**config.mk**
```make
export PLATFORM = sky130hd
export DESIGN_NAME = mem_stage_access
export DESIGN_NICKNAME = d
export VERILOG_FILES = /design/src/rtl/mem_stage_access.sv
export SDC_FILE = /design/constraint.sdc
export NUM_CORES = 1
export LEC_CHECK = 0
export ABC_CLOCK_PERIOD_IN_PS = 1700
export CORE_MARGIN = 2
export CORE_UTILIZATION = 56
export DETAILED_ROUTE_END_ITERATION = 7
export DONT_BUFFER_PORTS = 1
export PLACE_DENSITY = 0.79
export SKIP_LAST_GASP = 1
export SYNTH_ARGS = -nofsm -noshare
export SYNTH_HDL_FRONTEND = slang
export SYNTH_SLANG_ARGS = --single-unit
```
**constraint.sdc**
```tcl
create_clock -name clk -period 1.7 [get_ports clk]
set_input_delay 0.17 -clock clk [delete_from_list [all_inputs] [get_ports clk]]
set_output_delay 0.17 -clock clk [all_outputs]
set_load 0.01 [all_outputs]
```
**src/rtl/mem_stage_access.sv**
```systemverilog
// mem_stage_access
// MEM-stage data memory access controller of the LC-3b pipeline. It decodes the
// EX/MEM control word and sequences word, byte and indirect reads and writes over
// the mem_* request/response handshake. It stalls the upstream latches while an
// access is outstanding and registers load data for MEM/WB.
// Build option: define MEM_ALIGN_CHECK_EN to trap misaligned word accesses. A
// trapped access produces an align_err pulse and no memory request. Without the
// option, bit 0 of a word address is simply cleared.
//
// state | meaning
// IDLE  | decode CW_in; launch pointer fetch or data access
// PTR   | indirect pointer read outstanding
// ACC   | data read/write outstanding
// ERR   | misaligned word access trapped (MEM_ALIGN_CHECK_EN only)
module mem_stage_access #(
  parameter int CW_READ_BIT  = 0,
  parameter int CW_WRITE_BIT = 1,
  parameter int CW_BYTE_BIT  = 2,
  parameter int CW_IND_BIT   = 3
) (
  input  logic        clk,
  input  logic        reset,
  input  logic [15:0] IR_in,
  input  logic [15:0] PC_in,
  input  logic [15:0] ALU_in,
  input  logic [15:0] CW_in,
  input  logic [15:0] store_data,
  input  logic [15:0] mem_rdata,
  input  logic        mem_resp,
  output logic [15:0] mem_address,
  output logic [15:0] mem_wdata,
  output logic        mem_read,
  output logic        mem_write,
  output logic [1:0]  mem_byte_en,
  output logic [15:0] mdr_out,
  output logic        stall,
  output logic        align_err
);

  localparam logic [1:0] S_IDLE = 2'd0;
  localparam logic [1:0] S_PTR  = 2'd1;
  localparam logic [1:0] S_ACC  = 2'd2;
`ifdef MEM_ALIGN_CHECK_EN
  localparam logic [1:0] S_ERR  = 2'd3;
`endif

  logic [1:0]  state_q, state_d;
  logic        mem_read_q, mem_read_d;
  logic        mem_write_q, mem_write_d;
  logic [15:0] mem_address_q, mem_address_d;
  logic [15:0] mem_wdata_q, mem_wdata_d;
  logic [1:0]  mem_byte_en_q, mem_byte_en_d;
  logic [15:0] mdr_q, mdr_d;

  logic        rd_c, wr_c, byte_c, ind_c, req_c;
  logic [15:0] ea_c, acc_addr_c, acc_wdata_c, load_data_c;
  logic [1:0]  acc_be_c;
  logic        go_acc;
  logic        unused_ok;

`ifdef MEM_ALIGN_CHECK_EN
  logic        mis_c, trap;
  logic        align_err_q, align_err_d;
`endif

  // Read wins when both read and write bits are set (illegal encoding)
  assign rd_c   = CW_in[CW_READ_BIT];
  assign wr_c   = CW_in[CW_WRITE_BIT] & ~CW_in[CW_READ_BIT];
  assign req_c  = CW_in[CW_READ_BIT] | CW_in[CW_WRITE_BIT];
  assign byte_c = CW_in[CW_BYTE_BIT];
  assign ind_c  = CW_in[CW_IND_BIT];

  // IR/PC ride along the pipeline and take no part in access control
  assign unused_ok = ^{IR_in, PC_in, CW_in};

  // Effective address: the fetched pointer when leaving PTR, else the ALU result
  assign ea_c        = (state_q == S_PTR) ? mem_rdata : ALU_in;
  assign acc_addr_c  = byte_c ? ea_c : {ea_c[15:1], 1'b0};
  assign acc_wdata_c = byte_c ? {store_data[7:0], store_data[7:0]} : store_data;
  assign acc_be_c    = ~wr_c ? 2'b00 : (~byte_c ? 2'b11 : (ea_c[0] ? 2'b10 : 2'b01));
  assign load_data_c = ~byte_c ? mem_rdata
                               : {8'h00, (mem_address_q[0] ? mem_rdata[15:8] : mem_rdata[7:0])};

`ifdef MEM_ALIGN_CHECK_EN
  assign mis_c = ~byte_c & ea_c[0];
`endif

  // Hold upstream latches while decoding a request or waiting on memory;
  // the completion cycle releases them so the next instruction loads
  assign stall = ~reset & (((state_q == S_IDLE) & req_c) |
                           (state_q == S_PTR) |
                           ((state_q == S_ACC) & ~mem_resp));

  // Next-state and registered request/data computation
  always_comb begin
    state_d       = state_q;
    mem_read_d    = mem_read_q;
    mem_write_d   = mem_write_q;
    mem_address_d = mem_address_q;
    mem_wdata_d   = mem_wdata_q;
    mem_byte_en_d = mem_byte_en_q;
    mdr_d         = mdr_q;
    go_acc        = 1'b0;
`ifdef MEM_ALIGN_CHECK_EN
    trap          = 1'b0;
    align_err_d   = 1'b0;
`endif
    case (state_q)
      S_IDLE: begin
        if (req_c && ind_c) begin
          state_d       = S_PTR;
          mem_read_d    = 1'b1;
          mem_write_d   = 1'b0;
          mem_byte_en_d = 2'b00;
          mem_address_d = {ALU_in[15:1], 1'b0};
        end else if (req_c) begin
`ifdef MEM_ALIGN_CHECK_EN
          if (mis_c) trap = 1'b1;
          else       go_acc = 1'b1;
`else
          go_acc = 1'b1;
`endif
        end
      end
      S_PTR: begin
        if (mem_resp) begin
`ifdef MEM_ALIGN_CHECK_EN
          if (mis_c) trap = 1'b1;
          else       go_acc = 1'b1;
`else
          go_acc = 1'b1;
`endif
        end
      end
      S_ACC: begin
        if (mem_resp) begin
          state_d       = S_IDLE;
          mem_read_d    = 1'b0;
          mem_write_d   = 1'b0;
          mem_byte_en_d = 2'b00;
          if (mem_read_q) mdr_d = load_data_c;
        end
      end
`ifdef MEM_ALIGN_CHECK_EN
      S_ERR: state_d = S_IDLE;
`endif
      default: state_d = S_IDLE;
    endcase

    if (go_acc) begin
      state_d       = S_ACC;
      mem_read_d    = rd_c;
      mem_write_d   = wr_c;
      mem_address_d = acc_addr_c;
      mem_byte_en_d = acc_be_c;
      if (wr_c) mem_wdata_d = acc_wdata_c;
    end

`ifdef MEM_ALIGN_CHECK_EN
    if (trap) begin
      state_d       = S_ERR;
      mem_read_d    = 1'b0;
      mem_write_d   = 1'b0;
      mem_byte_en_d = 2'b00;
      align_err_d   = 1'b1;
      if (rd_c) mdr_d = 16'h0000;
    end
`endif
  end

  // State and output registers; reset aborts any access in flight
  always_ff @(posedge clk or posedge reset) begin
    if (reset) begin
      state_q       <= S_IDLE;
      mem_read_q    <= 1'b0;
      mem_write_q   <= 1'b0;
      mem_address_q <= 16'h0000;
      mem_wdata_q   <= 16'h0000;
      mem_byte_en_q <= 2'b00;
      mdr_q         <= 16'h0000;
`ifdef MEM_ALIGN_CHECK_EN
      align_err_q   <= 1'b0;
`endif
    end else begin
      state_q       <= state_d;
      mem_read_q    <= mem_read_d;
      mem_write_q   <= mem_write_d;
      mem_address_q <= mem_address_d;
      mem_wdata_q   <= mem_wdata_d;
      mem_byte_en_q <= mem_byte_en_d;
      mdr_q         <= mdr_d;
`ifdef MEM_ALIGN_CHECK_EN
      align_err_q   <= align_err_d;
`endif
    end
  end

  assign mem_address = mem_address_q;
  assign mem_wdata   = mem_wdata_q;
  assign mem_read    = mem_read_q;
  assign mem_write   = mem_write_q;
  assign mem_byte_en = mem_byte_en_q;
  assign mdr_out     = mdr_q;
`ifdef MEM_ALIGN_CHECK_EN
  assign align_err   = align_err_q;
`else
  assign align_err   = 1'b0;
`endif

endmodule
```
==> summary.md, run 1 <==
| Metric | Value |
|---|---|
| Result of the run | completed |
| Clock tree from TritonCTS | yes |
| Via density | ~5.8 |
| Area leader, netlist | sky130_fd_sc_hd__dfrtp_1 |
| Final TNS setup | 0 ps |
| Synthesized-area fraction occupied by xor and xnor cells | 0% |
| Post-synthesis instance area | ~0.0024 sq mm |
| Number of buffers added to fix hold violations after cts | 17 |
| Register area share after synthesis | between 50 and 60% |
| Wire length reported by the detailed router | between 5000 and 6000 um |
| Detail Placement HPWL | between 4000 and 5000 um |
| Proportion of layout cells with a drive suffix above 1 | 10.2% |
| Synthesized net count | 335 |
| Data arrival time of the critical path | approximately 1400 ps |
| Antenna fix cells | 0 |
| Die span in x | 70.1 um |
| Sink Count | 54 |
| Global-route wire length before repair | 9110 um |
| Peak VDD IR | 1.04 mV |
| Filler Cell Count | 360 |
| Overall track demand over capacity in global routing | 24.3% |
| Placer congestion estimate | 0.819 |
| Post-cts gate resize count | 0 |
| CTS buffer count | 5 |
| Pre-CTS worst setup slack | ~130 ps |
| Routed Antenna Nets | 0 |
| Library cells used by synthesis | 30 |
| Leakage Power | 0.00140 uW |
| Core Rows | 24 |
| Count of maximum capacitance violations | 0 |
| Final clock skew | about 14 ps |
| Final clock period utilization by the worst path | 94.0% |
| Area share of and/or/nand/nor cells after synthesis | 10.6% |
| Multi-input gate area in the final layout | slightly below 0.001 sq mm |
| Fin nets | ~350 |
| Clock insertion delay at the later pin of the skew report | between 300 and 400 ps |
| Setup repair after global routing missed its margin | no |
| Worst endpoint required time | ~1500 ps |
| Area taken by flip-flops and latches | ~0.0014 sq mm |
| Post-synthesis area per instance | ~10 sq um |
| YS warnings | 0 |
| Slew Limit Headroom | between 60% and 70% |
| Minimum clock period | between 1500 and 2000 ps |
| Library cell used as clock root buffer | sky130_fd_sc_hd__clkbuf_8 |
| Achievable clock frequency | approximately 630 MHz |
| Power Density | between 1500 and 2000 mW/mm^2 |
| Complex-gate fraction of the synthesized area | 11.8% |
| Die Span Y | roughly 70 um |
| Hold crit path type | input pin to flop |
| Maximum number of pins on one net before global-route repair | 33 |
| Top-Level Pins | between 150 and 200 |
| Via count of the first global-routing pass | 1835 |
| Initial standard-cell utilization of the core | a little under three fifths |
| Final setup violation count | 0 |
| Worst-margin pin slew | between 500 and 600 ps |
| CTS clock-pin slew for the worst setup and hold paths | 90 ps |
| Max-slew violation total from the final report | 0 |
| Max Root-Sink Buffers | 2 |
| DR vias | roughly 1800 |
| Final setup slack of the worst path | roughly 100 ps |
| Count of mapped cells out of synthesis | between 200 and 250 |
| # H-tree levels | 2 |
| Proportion of netlist area held by the largest area contributor | a little under three fifths |
| Synth Register Bits | 54 |
| Post-CTS Setup Inserts | 0 |
| Share of the core filled with cells in the final layout | around two thirds |
| Main combinational cell family by area after synthesis | multiplexers |
| Core box area | approximately 0.0043 sq mm |
| Biggest area contributors in the synthesized netlist | sky130_fd_sc_hd__dfrtp_1 55%, sky130_fd_sc_hd__mux2i_1 14%, sky130_fd_sc_hd__o21ai_0 5.7% |
| Die Footprint | a little under 0.005 sq mm |
| Detailed-route DRC error count | 0 |
| Post-route total power | between 4000 and 5000 uW |
| Type of element launching the critical path | flop |
| Routed wire length per instance | about 18 um |
| Portion of netlist area occupied by mux cells | between 15 and 20% |
| Post-synthesis share of cell area spent on full adders, half adders and majority gates | 0% |
| Final Hold Viols | 0 |
| 1st-iter DRT viols | 135 |
| Synth-to-layout area growth | 14.6% |
| Nature of the critical path endpoint | output port |
| Length of the first detailed-routing pass in iterations | 4 |
| Number of buffer cells added on primary ports | 0 |
| Number of antenna violations at the first check in global routing | 0 |
| Global route overflow | 0 |
| Max Fanout on Critical Path | 8 |
| Type of the worst setup path | flop to output port |
## cells by family after synthesis
kind of cell / after synthesis
multiplexers: 41
flip-flops: 54
AND/OR/NAND/NOR: 64
AO/OA/AOI/OAI: 53
other: 1
buffers and inverters: 23
## final cells by class
cell class,count,share of cell area [%]
multi-input combinational,159,35.0
clock inverter,3,1.70
clock buffer,5,2.46
sequential,54,48.2
inverter,8,1.07
timing repair buffer,25,9.20
tap,52,2.32
## cells in the mapped netlist
library cell / number
sky130_fd_sc_hd__inv_1: 7
sky130_fd_sc_hd__mux2_2: 7
sky130_fd_sc_hd__a21boi_0: 1
sky130_fd_sc_hd__a21oi_1: 16
sky130_fd_sc_hd__conb_1: 1
sky130_fd_sc_hd__clkinv_1: 1
sky130_fd_sc_hd__buf_4: 1
sky130_fd_sc_hd__buf_6: 3
sky130_fd_sc_hd__dfrtp_1: 54
sky130_fd_sc_hd__clkbuf_1: 7
sky130_fd_sc_hd__nand2_1: 34
sky130_fd_sc_hd__nand2b_1: 3
sky130_fd_sc_hd__mux2_4: 1
sky130_fd_sc_hd__nor3_1: 2
sky130_fd_sc_hd__nor2_1: 21
sky130_fd_sc_hd__o21ai_1: 1
sky130_fd_sc_hd__a211o_1: 1
sky130_fd_sc_hd__nor2b_1: 1
sky130_fd_sc_hd__o22a_1: 1
sky130_fd_sc_hd__or2_2: 1
sky130_fd_sc_hd__a21o_1: 1
sky130_fd_sc_hd__o32ai_1: 1
sky130_fd_sc_hd__buf_2: 4
sky130_fd_sc_hd__o21a_1: 1
sky130_fd_sc_hd__or3_1: 1
sky130_fd_sc_hd__o21ai_0: 28
sky130_fd_sc_hd__mux2i_1: 33
sky130_fd_sc_hd__o221ai_1: 1
sky130_fd_sc_hd__o22ai_1: 1
sky130_fd_sc_hd__or2_1: 1
## cell usage in the layout (no fill, tap or decap), types with 2 or more instances in the layout
master,n
sky130_fd_sc_hd__inv_1,6
sky130_fd_sc_hd__mux2i_1,33
sky130_fd_sc_hd__mux2_2,7
sky130_fd_sc_hd__clkbuf_8,5
sky130_fd_sc_hd__a21oi_1,16
sky130_fd_sc_hd__o21ai_0,28
sky130_fd_sc_hd__buf_4,5
sky130_fd_sc_hd__nand2_1,34
sky130_fd_sc_hd__buf_12,2
sky130_fd_sc_hd__nor2_1,21
sky130_fd_sc_hd__dlygate4sd3_1,18
sky130_fd_sc_hd__nand2b_1,3
sky130_fd_sc_hd__dfrtp_1,54
## sequential cells by signal, summed over array words and instances (netlist names)
signal	count
mem_read	1
state_q	2
mem_address	16
mem_byte_en	2
mem_write	1
mdr_out	16
mem_wdata	16
## per-stage QoR
step,instance area [sq um],cells,hold WS [ps]
5_1_grt,2800,306,43.8
6_report,2800,306,19.7
2_1_floorplan,2450,236,279
3_3_place_gp,2510,280,141
3_5_place_dp,2510,280,148
4_1_cts,2790,305,4.90
## critical path, cell delays in order, from the launching register on
cell                       delay [ps]
sky130_fd_sc_hd__dfrtp_1          380
sky130_fd_sc_hd__buf_4            150
sky130_fd_sc_hd__nand2b_1         180
sky130_fd_sc_hd__o22a_1           220
sky130_fd_sc_hd__nor2_1           180
## metal layers
metal	up-vias	track usage [%]	part of all wire, %	routed length (um)
met5	-	0	0	0
met4	0	8.76	1.8	100
met1	856	31.1	41	2280
met2	67	38.0	50	2810
li1	831	-	-	-
met3	10	9.09	7.8	437
## report_power, final
group / internal [uW] / switching (uW) / total (uW)
Sequential: 1890 / 743 / 2630
Combinational: 555 / 662 / 1220
Clock: 447 / 435 / 882
## final timing paths
| path | start | end | slack (ps) | cells after the start |
|---|---|---|---|---|
| setup reg to reg | state_q[0] | mdr_out[4] | 110 | 6 |
| max in group asynchronous | reset | mem_address[15] | 790 | 3 |
| hold reg to reg | mdr_out[14] | mdr_out[14] | 560 | 2 |
| min in group asynchronous | reset | state_q[1] | 360 | 2 |
| setup / recovery | state_q[0] | stall | 100 | 4 |
| hold / removal | CW_in[3] | state_q[0] | 20 | 2 |
(Power assumes the default switching activity.)
==> run 2, diff against run 1 <==
--- a/config.mk
+++ b/config.mk
@@ -5,12 +5,14 @@
 export SDC_FILE = /design/constraint.sdc
 export NUM_CORES = 1
 export LEC_CHECK = 0
-export ABC_CLOCK_PERIOD_IN_PS = 1700
+export ABC_CLOCK_PERIOD_IN_PS = 1400
+export CORE_ASPECT_RATIO = 1.1
 export CORE_MARGIN = 2
 export CORE_UTILIZATION = 56
 export DETAILED_ROUTE_END_ITERATION = 7
 export DONT_BUFFER_PORTS = 1
 export PLACE_DENSITY = 0.79
+export REMOVE_ABC_BUFFERS = 1
 export SKIP_LAST_GASP = 1
 export SYNTH_ARGS = -nofsm -noshare
 export SYNTH_HDL_FRONTEND = slang
==> constraint.sdc (replaced) <==
create_clock -name clk -period 1.4 [get_ports clk]
set_input_delay 0.14 -clock clk [delete_from_list [all_inputs] [get_ports clk]]
set_output_delay 0.14 -clock clk [all_outputs]
set_load 0.01 [all_outputs]
==> run 2 against run 1 <==
Against the previous run:
- first-iteration DRC count increased by 18%
- largest power group unchanged
- combinational power is 110% higher
- clock skew is 8.2 ps lower
- critical endpoint is now mem_wdata[0]
- cell count is 5.9% higher
- design area is 18% higher
- the flow now finishes with violations (setup timing)
- register-to-register slack got worse by 300 ps
- power is 43% higher
==> summary.md, run 2 (synthesis results as in run 1) <==
| Metric | Value |
|---|---|
| Sink Count | between 50 and 60 |
| Result of the run | finished, violations left |
| Initial standard-cell utilization of the core | a little under three fifths |
| Fin nets | between 300 and 400 |
| Non-filler instance count after layout | roughly 320 |
| Pre-CTS worst setup slack | -139 ps |
| Library cell used as clock root buffer | sky130_fd_sc_hd__clkbuf_8 |
| Number of antenna violations at the first check in global routing | 0 |
| Gate power share | about two fifths |
| Count of maximum capacitance violations | 0 |
| Cell area after placement | about 0.0026 sq mm |
| Clock insertion delay at the later pin of the skew report | around 300 ps |
| Final setup slack of the worst path | -186 ps |
| Length of the first detailed-routing pass in iterations | 4 |
| Final clock skew | roughly 5.4 ps |
| Nature of the critical path endpoint | flop |
| CTS buffer count | 5 |
| Clock tree from TritonCTS | yes |
| Violations in the final reports | setup timing |
| Final setup violation count | 40 |
| DR vias | about 1900 |
| Data arrival time of the critical path | 1770 ps |
| Die Span Y | between 70 and 80 um |
| Detail Placement HPWL | between 3000 and 4000 um |
| Total internal power | between 3000 and 4000 uW |
| Routed wire length per instance | around 21 um |
| Routed Antenna Nets | 0 |
| Minimum clock period | 1590 ps |
| Wire length reported by the detailed router | 6760 um |
| Synth-to-layout area growth | 34.9% |
| Setup repair after global routing missed its margin | yes |
| Hold crit path type | input pin to flop |
| Most common library cell in the layout ignoring fill and taps | sky130_fd_sc_hd__dfrtp_1 |
| Die Footprint | approximately 0.005 sq mm |
| Die span in x | between 60 and 70 um |
| Core box area | about 0.0043 sq mm |
| Leakage Power | approximately 0.0016 uW |
| Placed Cells | 287 |
| Placer congestion estimate | approximately 0.87 |
| Max Root-Sink Buffers | 2 |
| Final TNS setup | -4160 ps |
| Maximum number of pins on one net before global-route repair | 33 |
| Via density | ~5.8 |
| Core Rows | 25 |
| Final clock period utilization by the worst path | 113% |
| Max-slew violation total from the final report | 0 |
| Antenna fix cells | 0 |
| Worst endpoint required time | approximately 1600 ps |
| Overall track demand over capacity in global routing | between 20% and 30% |
| Clk network pwr share | 12.2% |
| Type of the worst setup path | flop to flop |
| Cell area after layout | about 0.0033 sq mm |
| Global-route wire length before repair | 8080 um |
| Net switching power | about 2800 uW |
| Achievable clock frequency | approximately 630 MHz |
| Final Hold Viols | 0 |
| Switching portion of total power | 40.9% |
| Global route overflow | 0 |
| Peak VDD IR | about 1.1 mV |
| Power Density | approximately 2100 mW/mm^2 |
| Number of buffer cells added on primary ports | 0 |
| Type of element launching the critical path | flop |
| Via count of the first global-routing pass | approximately 1800 |
| 1st-iter DRT viols | roughly 160 |
| Flop pwr share | 49.5% |
| CTS clock-pin slew for the worst setup and hold paths | 90 ps |
| Leading cell types in the layout, fill and taps excluded | 53 x sky130_fd_sc_hd__dfrtp_1, 33 x sky130_fd_sc_hd__mux2i_1, 19 x sky130_fd_sc_hd__dlygate4sd3_1 |
| Top-Level Pins | approximately 150 |
| Max Fanout on Critical Path | 7 |
| Proportion of layout cells with a drive suffix above 1 | about a third |
| Detailed-route DRC error count | 0 |
| # H-tree levels | 2 |
[run 2: cell types whose count changed in the layout (fill, tap and decap cells not counted), sizes merged]
cell / before / now
clkbuf: 5 / 12
bufinv: 1 / 0
dlygate4sd3: 18 / 19
clkinv: 2 / 1
buf: 7 / 17
clkinvlp: 0 / 1
inv: 8 / 7
[run 2: layer usage]
layer  GRT usage, %  wire (um)  vias to the layer above  share of wire, %
met5              0          0                        -                 0
met4           4.99         59                        0              0.87
met3           8.88        639                        8               9.5
met2           39.3       3620                       94                54
met1           23.7       2440                      922                36
li1               -          -                      864                 -
[run 2: worst max-delay path, stage by stage, from the launching register on]
cell	delay, ps
sky130_fd_sc_hd__dfrtp_1	400
sky130_fd_sc_hd__or2_1	250
sky130_fd_sc_hd__a211o_4	390
sky130_fd_sc_hd__buf_12	150
sky130_fd_sc_hd__mux2_4	290
[run 2: layout make-up]
cell class                 count  area [sq um]
sequential                    54          1350
tap                           54          67.6
multi-input combinational    159          1230
inverter                       8          30.0
timing repair buffer          42           544
clock buffer                   6          72.6
fill                         282           953
clock inverter                 1          7.51
[run 2: power by group through the flow]
stage,sequential (uW),clock [uW],combinational [uW]
floorplan,3050,0,1100
global placement,3150,0,1520
detailed placement,3190,0,1620
CTS,3180,834,1740
global route,3440,913,2790
finish,3350,826,2590
[run 2: worst paths after layout]
path                                startpoint  slack [ps]  cells after the start             to
worst max-delay path                state_q[0]        -190                      4   mem_wdata[0]
worst min-delay path            store_data[15]          20                      2  mem_wdata[15]
worst max register to register      state_q[0]        -190                      4   mem_wdata[0]
worst min register to register        mem_read         550                      2       mem_read
max in group asynchronous                reset         710                      3     state_q[1]
min in group asynchronous                reset         340                      3  mem_wdata[15]
[run 2: through the flow]
step                      util, %  hold WS [ps]  total power [uW]
final                        77.6          22.5              6770
after global placement       60.4          90.3              4680
after global routing         77.6          11.5              7140
after detailed placement     60.4          91.6              4810
after floorplan                 -           249              4150
after CTS                    67.5         -12.2              5760
[run 2: what timing repair did]
action,CTS,global route
hold buffers,18,1
resized for setup,12,86
buffers inserted,1,2
setup endpoints to repair,44,51
gates cloned,0,8
pin swaps,4,15
hold endpoints to repair,72,1
==> run 3, diff against run 2 <==
--- a/config.mk
+++ b/config.mk
@@ -7,7 +7,6 @@
 export LEC_CHECK = 0
 export ABC_CLOCK_PERIOD_IN_PS = 1400
 export CORE_ASPECT_RATIO = 1.1
-export CORE_MARGIN = 2
 export CORE_UTILIZATION = 56
 export DETAILED_ROUTE_END_ITERATION = 7
 export DONT_BUFFER_PORTS = 1
==> run 3 against run 2 <==
Against the previous run:
- global-route usage increased by 5.7 points
- setup slack improved by 15 ps
- first-iteration DRC count is 13% lower
- largest power group unchanged
- routed wire length is 4.0% lower
- worst hold slack worse by 5.2 ps
- fmax rose by 0.98%
- clock skew grew 1.7 ps
- critical path type unchanged
- the flow still finishes with violations (setup timing)
- largest cell class unchanged
- sequential power down 3%
- sequential share of layout area decreased by 0.28 points
==> summary.md, run 3 (synthesis results as in run 1) <==
| Metric | Value |
|---|---|
| Violations in the final reports | setup timing |
| Peak VDD IR | between 1 and 1.5 mV |
| Proportion of layout cells with a drive suffix above 1 | about a third |
| Worst hold slack | ~17 ps |
| Final clock period utilization by the worst path | 112% |
| R2R cell count | 4 |
| # H-tree levels | 2 |
| Global-route wire length before repair | approximately 9600 um |
| Die Span Y | 71.3 um |
| Critical R2R Capture | mem_wdata[0] |
| Leading cell types in the layout, fill and taps excluded | 54 x sky130_fd_sc_hd__dfrtp_1, 31 x sky130_fd_sc_hd__mux2i_1, 19 x sky130_fd_sc_hd__dlygate4sd3_1 |
| Number of antenna violations at the first check in global routing | 0 |
| Detail Placement HPWL | roughly 3600 um |
| Cell area after placement | about 0.0026 sq mm |
| Destination of the worst hold path | mem_address[9] |
| Antenna fix cells | 0 |
| Max Root-Sink Buffers | 2 |
| Via count of the first global-routing pass | ~2000 |
| Number of buffer cells added on primary ports | 0 |
| Flop-to-flop setup slack | -170 ps |
| Wire length reported by the detailed router | between 6000 and 7000 um |
| Top-Level Pins | ~150 |
| Global route overflow | 0 |
| Clock insertion delay at the later pin of the skew report | 300 ps |
| Clock tree from TritonCTS | yes |
| Worst R2R Start | state_q[0] |
| Final setup slack of the worst path | -171 ps |
| Power Density | ~2100 mW/mm^2 |
| Share of the core filled with cells in the final layout | 81.3% |
| Die span in x | 65.0 um |
| Final setup violation count | 50 |
| Max-slew violation total from the final report | 0 |
| Placer congestion estimate | approximately 0.79 |
| Die Footprint | around 0.0046 sq mm |
| Detailed-route DRC error count | 0 |
| DR vias | between 1500 and 2000 |
| Routed wire length per instance | 19.9 um |
| Core box area | around 0.0041 sq mm |
| Worst endpoint required time | roughly 1600 ps |
| Achievable clock frequency | roughly 640 MHz |
| Overall track demand over capacity in global routing | a little over a quarter |
| Leakage Power | between 0.0015 and 0.002 uW |
| Pre-CTS worst setup slack | -119 ps |
| Result of the run | finished, violations left |
| Type of the worst setup path | flop to flop |
| 1st-iter DRT viols | between 100 and 150 |
| Cell area after layout | about 0.0033 sq mm |
| Via density | just under 6 |
| Maximum number of pins on one net before global-route repair | 55 |
| Hold crit path type | input pin to flop |
| Count of maximum capacitance violations | 0 |
| Final clock skew | roughly 7.1 ps |
| Length of the first detailed-routing pass in iterations | 4 |
| Initial standard-cell utilization of the core | about three fifths |
| Library cell used as clock root buffer | sky130_fd_sc_hd__clkbuf_8 |
| Area taken by flip-flops and latches | approximately 0.0014 sq mm |
| Sink Count | between 50 and 60 |
| Nature of the critical path endpoint | flop |
| Core Rows | 24 |
| Data arrival time of the critical path | around 1800 ps |
| Worst Hold Launch | mem_rdata[9] |
| Type of element launching the critical path | flop |
| Max Fanout on Critical Path | 24 |
| CTS clock-pin slew for the worst setup and hold paths | roughly 90 ps |
| Multi-input gate area in the final layout | between 0.001 and 0.0015 sq mm |
| Setup repair after global routing missed its margin | yes |
| Final Hold Viols | 0 |
| Most common library cell in the layout ignoring fill and taps | sky130_fd_sc_hd__dfrtp_1 |
| Depth of the worst hold-timing path | 2 |
| Minimum clock period | about 1600 ps |
| Synth-to-layout area growth | 35.8% |
| Filler Cell Count | about 250 |
| CTS buffer count | 5 |
| Fin nets | approximately 370 |
| Routed Antenna Nets | 0 |
-- run 3: changes by cell type in the layout (fill, tap and decap cells not counted), moves of 3 or more --
| cell | delta |
|---|---|
| sky130_fd_sc_hd__o21ai_2 | -3 |
| sky130_fd_sc_hd__nand2_4 | -3 |
| sky130_fd_sc_hd__nor2_2 | -6 |
| sky130_fd_sc_hd__nor2_1 | +7 |
| sky130_fd_sc_hd__o21ai_0 | +5 |
| sky130_fd_sc_hd__nand2_1 | +4 |
| sky130_fd_sc_hd__clkbuf_16 | -4 |
-- run 3: through the flow --
step                power (uW)  instances  setup TNS (ps)
floorplan                 4150        221          -26270
global placement          4690        286           -1770
detailed placement        4790        286           -2450
CTS                       6230        321           -3350
global route              7280        326           -7040
finish                    6900        326           -4860
-- run 3: report_power, final --
group          internal (uW)  switching, uW
sequential              2290            964
clock                    454            497
combinational           1460           1230
total                   4200           2690
-- run 3: cell type report --
type / count / area share, %
Clock buffer: 7 / 2.90
Clock inverter: 1 / 0.264
Inverter: 8 / 0.904
Multi-Input combinational cell: 159 / 36.5
Sequential cell: 54 / 40.7
Tap cell: 52 / 1.96
Timing Repair Buffer: 45 / 16.8
-- run 3: worst max path at each step --
stage	startpoint	endpoint	slack [ps]	depth (start not counted)
after global routing	state_q[0]	mem_wdata[14]	-210	6
after CTS	state_q[0]	stall	-150	5
final	state_q[0]	mem_wdata[0]	-170	4
after detailed placement	state_q[0]	mem_wdata[0]	-120	4
after floorplan	state_q[0]	mem_address[0]	-1200	3
after global placement	state_q[0]	mem_wdata[0]	-120	4
-- run 3: worst max-delay path: stages, from the launching register on --
cell	delay, ps
sky130_fd_sc_hd__dfrtp_1	410
sky130_fd_sc_hd__or2_1	250
sky130_fd_sc_hd__a211o_1	340
sky130_fd_sc_hd__buf_12	170
sky130_fd_sc_hd__mux2_4	290
-- run 3: what timing repair did --
action	in CTS	in global routing
hold buffers	19	0
pin swaps	11	24
buffers inserted	6	2
setup endpoints to repair	45	54
gates cloned	2	3
gates resized for setup	23	66
hold endpoints to repair	72	0
-- run 3: metal layers --
layer	up-vias	global-route usage, %	share of wire, %
met4	0	8.94	1.4
met1	946	32.6	39
li1	874	-	-
met3	11	8.60	8.8
met5	-	0	0
met2	97	47.3	51
==> edit 1, RTL diff (settings of run 1) <==
Build with the macro `MEM_ALIGN_CHECK_EN` defined.
--- a/src/rtl/mem_stage_access.sv
+++ b/src/rtl/mem_stage_access.sv
@@ -13,4 +13,6 @@
 // ACC   | data read/write outstanding
 // ERR   | misaligned word access trapped (MEM_ALIGN_CHECK_EN only)
+`define MEM_ALIGN_CHECK_EN
+
 module mem_stage_access #(
   parameter int CW_READ_BIT  = 0,
Function: changed (a bounded check fails within 4 cycles, from zero or initial values and one cycle with reset high).
==> edit 1 against run 1 <==
Sequential share of layout area fell by 6.1 points. Largest cell class unchanged. Synthesized area rose by 8.2%. Core utilization rose by 5.5 points. The run now ends with setup timing left. Sequential cell count rose by 1. Synthesized cell count down 2.5%. Total power up 19%. Critical path depth grew 2. Critical endpoint is now mem_wdata[1]. Maximum frequency down 8.6%. Routed wire length grew 17%. Final area increased by 17%. Worst setup slack worse by 0.15 ns. First-iteration DRC count down 31%.
==> edit 1: results (changes against run 1) <==
[clocking]
htreeDepth=2  ; unchanged
cts-buffers-inserted=5  ; unchanged
root_buffer=clkbuf_8
clockBufferDepth=2  ; unchanged
clock_latency_ns=0.30  ; -0.02 ns
path_clk_slew_ns=0.10

[power_and_ir_drop]
power_switching_w=0.002060  ; +12%
seqPwrFrac_pct=49.1  ; -6.5 points
pwr-share-clk_pct=17.9  ; -0.8 points
vdd_ir_drop_max_uv=1017  ; -2.6%
p_leak_nw=1.434  ; +2.7%
p_per_area_nw_per_um2=1717  ; +1.8%

[finish]
multi_input_area_um2=1232  ; +25%
drive_gt1_share_pct=23.19  ; +13 points
antenna_cells=0  ; unchanged
n_fill_cell=345  ; -4.2%
nets=361  ; +2.6%

[sta]
finalHoldViolations=0  ; unchanged
fin_ws_ns=-0.04827  ; -0.1499 ns
setup_violations=15  ; +15
setup_tns_ns=-0.4548  ; -0.4548 ns
fin_skew_ns=0.007698  ; -0.005916 ns
max_slew_margin_pct=68.46  ; +6.4 points

[critical_path]
crit_start=state_q[0]
crit_fanout=9  ; +1
max_stage_delay_ns=0.43  ; +0.05 ns
crit_family=multiplexers
cp.arrival_ns=1.93  ; +0.50 ns
crit_path_top_delay_cell=dfrtp_2

[status]
outcome=complete, but fails checks
violations=setup timing

[synth]
yosysSeqAreaShare_pct=52.01  ; -3.2 points
yosys-top-cells-area=dfrtp_1 (52%), mux2i_1 (9.5%), mux2_2 (7.7%)
syn_nets=329  ; -1.8%
syn_avg_cell_area_um2=11.51  ; +11%
ys_async_sr_fraction_pct=100.0  ; unchanged
ys_warn_count=0  ; unchanged
netlist_top_cells_count=dfrtp_1 (55), nand2_1 (28), mux2i_1 (25)
ys_types=33  ; +10%

[drt]
drt_iter0_drc=93  ; -31%
drt_pass1_iterations=6  ; +2
viasPerCell=6.098  ; +5.8%
drt-total-wl_um=6615  ; +17%
routedWlPerCell_um=20.87  ; +13%

[global_routing]
use_met3_pct=6.492  ; -2.6 points
grt_pass1_wl_um=9328  ; +2.4%
grt_usage_pct=22.83  ; -1.4 points
use_met2_pct=37.27  ; -0.72 points
grt_use_met1_pct=30.21  ; -0.86 points
antenna_found_initial=0  ; unchanged
grt_pass1_vias=1882  ; +2.6%
grt_max_degree=56  ; +70%

[hold_path]
hold_path.class=in -> reg
hold_path.startpoint=mem_rdata[11]

[placed_design]
gp_congestion=0.8632  ; +5.4%
dpl_worst_slack_ns=0.004355  ; -0.1263 ns
placedInstanceArea_um2=2800  ; +12%
port_buffers=0  ; unchanged
dp_cells=282  ; +0.71%
dpl.hpwl_um=4092  ; -0.46%

## edit 1: cell types whose count changed after synthesis, sizes merged, moves of 6 or more
cell / change
nand2: -6
mux2: +17
a21oi: -7
nor2: -8
a211oi: +8
nand3b: +8
o21ai: -14
mux2i: -8
## edit 1: what timing repair did
action / CTS / global route
hold buffers: 18 / 3
pin swaps: 0 / 2
cloned: 0 / 3
hold endpoints to repair: 73 / 3
endpoints found under the setup margin: 10 / 33
resized for setup: 2 / 15
buffers inserted: 0 / 3
## edit 1: worst paths after layout
kind	end	slack, ns	depth (start not counted)
min in group asynchronous	mem_wdata[4]	0.36	3
max	mem_wdata[1]	-0.05	6
min	mdr_out[11]	0.01	2
max reg2reg	mem_wdata[1]	-0.05	6
min reg2reg	mdr_out[8]	0.58	2
max in group asynchronous	align_err	1.08	3
## edit 1: area by class of cell
type | count | share of cell area (%)
flip-flops and latches | 55 | 42.08
repair buffers | 40 | 13.97
clock inverters | 2 | 1.833
well taps | 54 | 2.062
inverters | 2 | 0.2291
multi-input cells | 158 | 37.61
clock buffers | 6 | 2.215
## edit 1: kinds of logic (layout without fill, tap and decap cells)
logic type      after synthesis  in the layout  share of synthesized area (%)
mux                          50             50                          21.09
simple gates                 66             66                          12.62
flops                        55             55                          52.01
buf+inv                      17             50                          3.262
compound gates               42             42                          11.02
## edit 1: per-layer routing
| metal | share of wire [%] | routed length (um) |
|---|---|---|
| met2 | 50 | 3280 |
| met5 | 0 | 0 |
| met1 | 41 | 2716 |
| met3 | 7.5 | 499 |
| met4 | 1.8 | 118 |
==> edit 2, RTL diff (config.mk and constraints of run 1) <==
Made on the original files. Make the reset (`reset`) synchronous in one clocked block.
--- a/src/rtl/mem_stage_access.sv
+++ b/src/rtl/mem_stage_access.sv
@@ -170,5 +170,5 @@
 
   // State and output registers; reset aborts any access in flight
-  always_ff @(posedge clk or posedge reset) begin
+  always_ff @(posedge clk) begin
     if (reset) begin
       state_q       <= S_IDLE;
Behaviour: differs if reset is asserted again (counterexample within 4 cycles, from zero or initial values and one cycle with reset high); with reset held inactive, the same outputs for 10 cycles.
==> edit 2 against run 1 <==
Routed wire length up 7.4%. Sequential cell count is the same. Synthesized area grew 1.4%. Clock skew shrank 0.0088 ns. Final area shrank 3.4%. Maximum frequency rose by 2.2%. Critical path depth up 1. Worst setup slack improved by 0.034 ns. Critical path type unchanged.
Power is not compared: it rests on default switching activity, and its combinational part moved more than twofold at a synthesized area within 25%.
==> edit 2: results (changes against run 1) <==
[status]
outcome=finished, final reports clean

[drt]
drt_iter0_drc=111  ; -18%
dr_total_vias=2059  ; +17%
routedWlPerCell_um=17.59  ; -4.4%

[critical_path]
crit_fanout=11  ; +3
crit_start=state_q[0]
reg2reg_to=mdr_out[7]
cp.arrival_ns=1.39  ; -0.04 ns
rr_startpoint=state_q[0]
r2r_cells=5  ; -1
rrSetupSlack_ns=0.19  ; +0.08 ns

[synth]
ys_async_sr_fraction_pct=0  ; -100 points
yosysSeqAreaShare_pct=43.59  ; -12 points
netlist_top_cells_count=dfxtp_1 (54), nor2_1 (39), nand2_1 (36)
synth_top_flop_cell=dfxtp_1
ys_types=35  ; +17%
synth_area_leader_cell=dfxtp_1
muxShareOfSynthArea_pct=4.036  ; -13 points
synth-compound-area-share_pct=21.49  ; +9.7 points
yosys-top-cells-area=dfxtp_1 (44%), a211oi_1 (7.0%), nand3b_1 (7.0%)

[clocking]
clock_latency_ns=0.30  ; -0.02 ns

[global_routing]
grt_pass1_wl_um=9563  ; +5.0%
grt_usage_pct=23.93  ; -0.34 points
grt_max_degree=54  ; +64%

[finish]
nets=390  ; +11%

[sta]
fin_skew_ns=0.004864  ; -0.008750 ns

[placed_design]
gp_congestion=0.8012  ; -2.2%
dpl.hpwl_um=4237  ; +3.1%

edit 2: changes by cell type in the layout (fill, tap and decap cells not counted), moves of 6 or more:
cell,delta
nor2_1,+18
nand3b_1,+23
o21ai_0,-11
dlygate4sd3_1,-11
inv_1,-6
dfrtp_1,-54
nand3_1,+8
a211oi_1,+23
mux2i_1,-23
dfxtp_1,+54
mux2_2,-7
edit 2: cells by family after synthesis:
| group | Yosys count |
|---|---|
| other cells | 1 |
| compound gates | 76 |
| simple gates | 125 |
| mux | 10 |
| buf+inv | 25 |
| flops | 54 |
edit 2: area by class of cell:
| cell class | count | area [um^2] |
|---|---|---|
| multi-input combinational | 212 | 1271 |
| timing repair buffer | 18 | 181.4 |
| clock buffer | 5 | 68.82 |
| tap | 52 | 65.06 |
| sequential | 54 | 1081 |
| clock inverter | 3 | 40.04 |
| fill | 391 | 1617 |
edit 2: worst max-delay path, stage by stage, from the launching register on:
cell	delay [ns]
dfxtp_1	0.32
buf_4	0.17
nor3_4	0.26
nor2_1	0.09
a21oi_1	0.14
nor2_1	0.11
edit 2: power by group through the flow:
stage / Combinational (W) / Sequential, W / Clock (W)
6_report: 0.000389 / 0.00144 / 0.000840
5_1_grt: 0.000440 / 0.00145 / 0.000909
4_1_cts: 0.000387 / 0.00144 / 0.000860
3_5_place_dp: 0.000349 / 0.00147 / 0
3_3_place_gp: 0.000340 / 0.00147 / 0
2_1_floorplan: 0.000304 / 0.00146 / 0
edit 2: worst min path at each step:
stage / startpoint / end / slack (ns) / cells after the start
global route: store_data[5] / mem_wdata[5] / 0.002 / 2
floorplan: store_data[0] / mem_wdata[0] / 0.31 / 2
CTS: store_data[2] / mem_wdata[2] / 0.0006 / 2
finish: store_data[5] / mem_wdata[5] / 0.009 / 2
global placement: reset / mem_wdata[6] / 0.25 / 1
detailed placement: reset / mem_wdata[1] / 0.25 / 1
edit 2: what timing repair did:
action | 4_1_cts | 5_1_grt
endpoints found under the setup margin | 0 | 1
resized for setup | 0 | 2
hold endpoints to repair | 53 | 0
hold buffers | 8 | 0
edit 2: per-stage QoR:
stage / total power [W] / hold slack (ns) / area [um^2] / setup slack, ns / std cells
6_report: 0.002667 / 0.008859 / 2708 / 0.1354 / 344
3_5_place_dp: 0.001818 / 0.2487 / 2499 / 0.2056 / 328
4_1_cts: 0.002686 / 0.0005611 / 2698 / 0.05292 / 344
3_3_place_gp: 0.001805 / 0.2462 / 2499 / 0.2797 / 328
2_1_floorplan: 0.001765 / 0.3060 / 2480 / 0.3423 / 291
5_1_grt: 0.002798 / 0.002289 / 2708 / 0.01488 / 344
edit 2: routing by layer:
metal	up-vias	wire, um	track usage (%)
met3	4	636	9.829
met4	0	36	4.822
met5	-	0	0
met2	79	2732	34.91
li1	1032	-	-
met1	944	2646	33.79
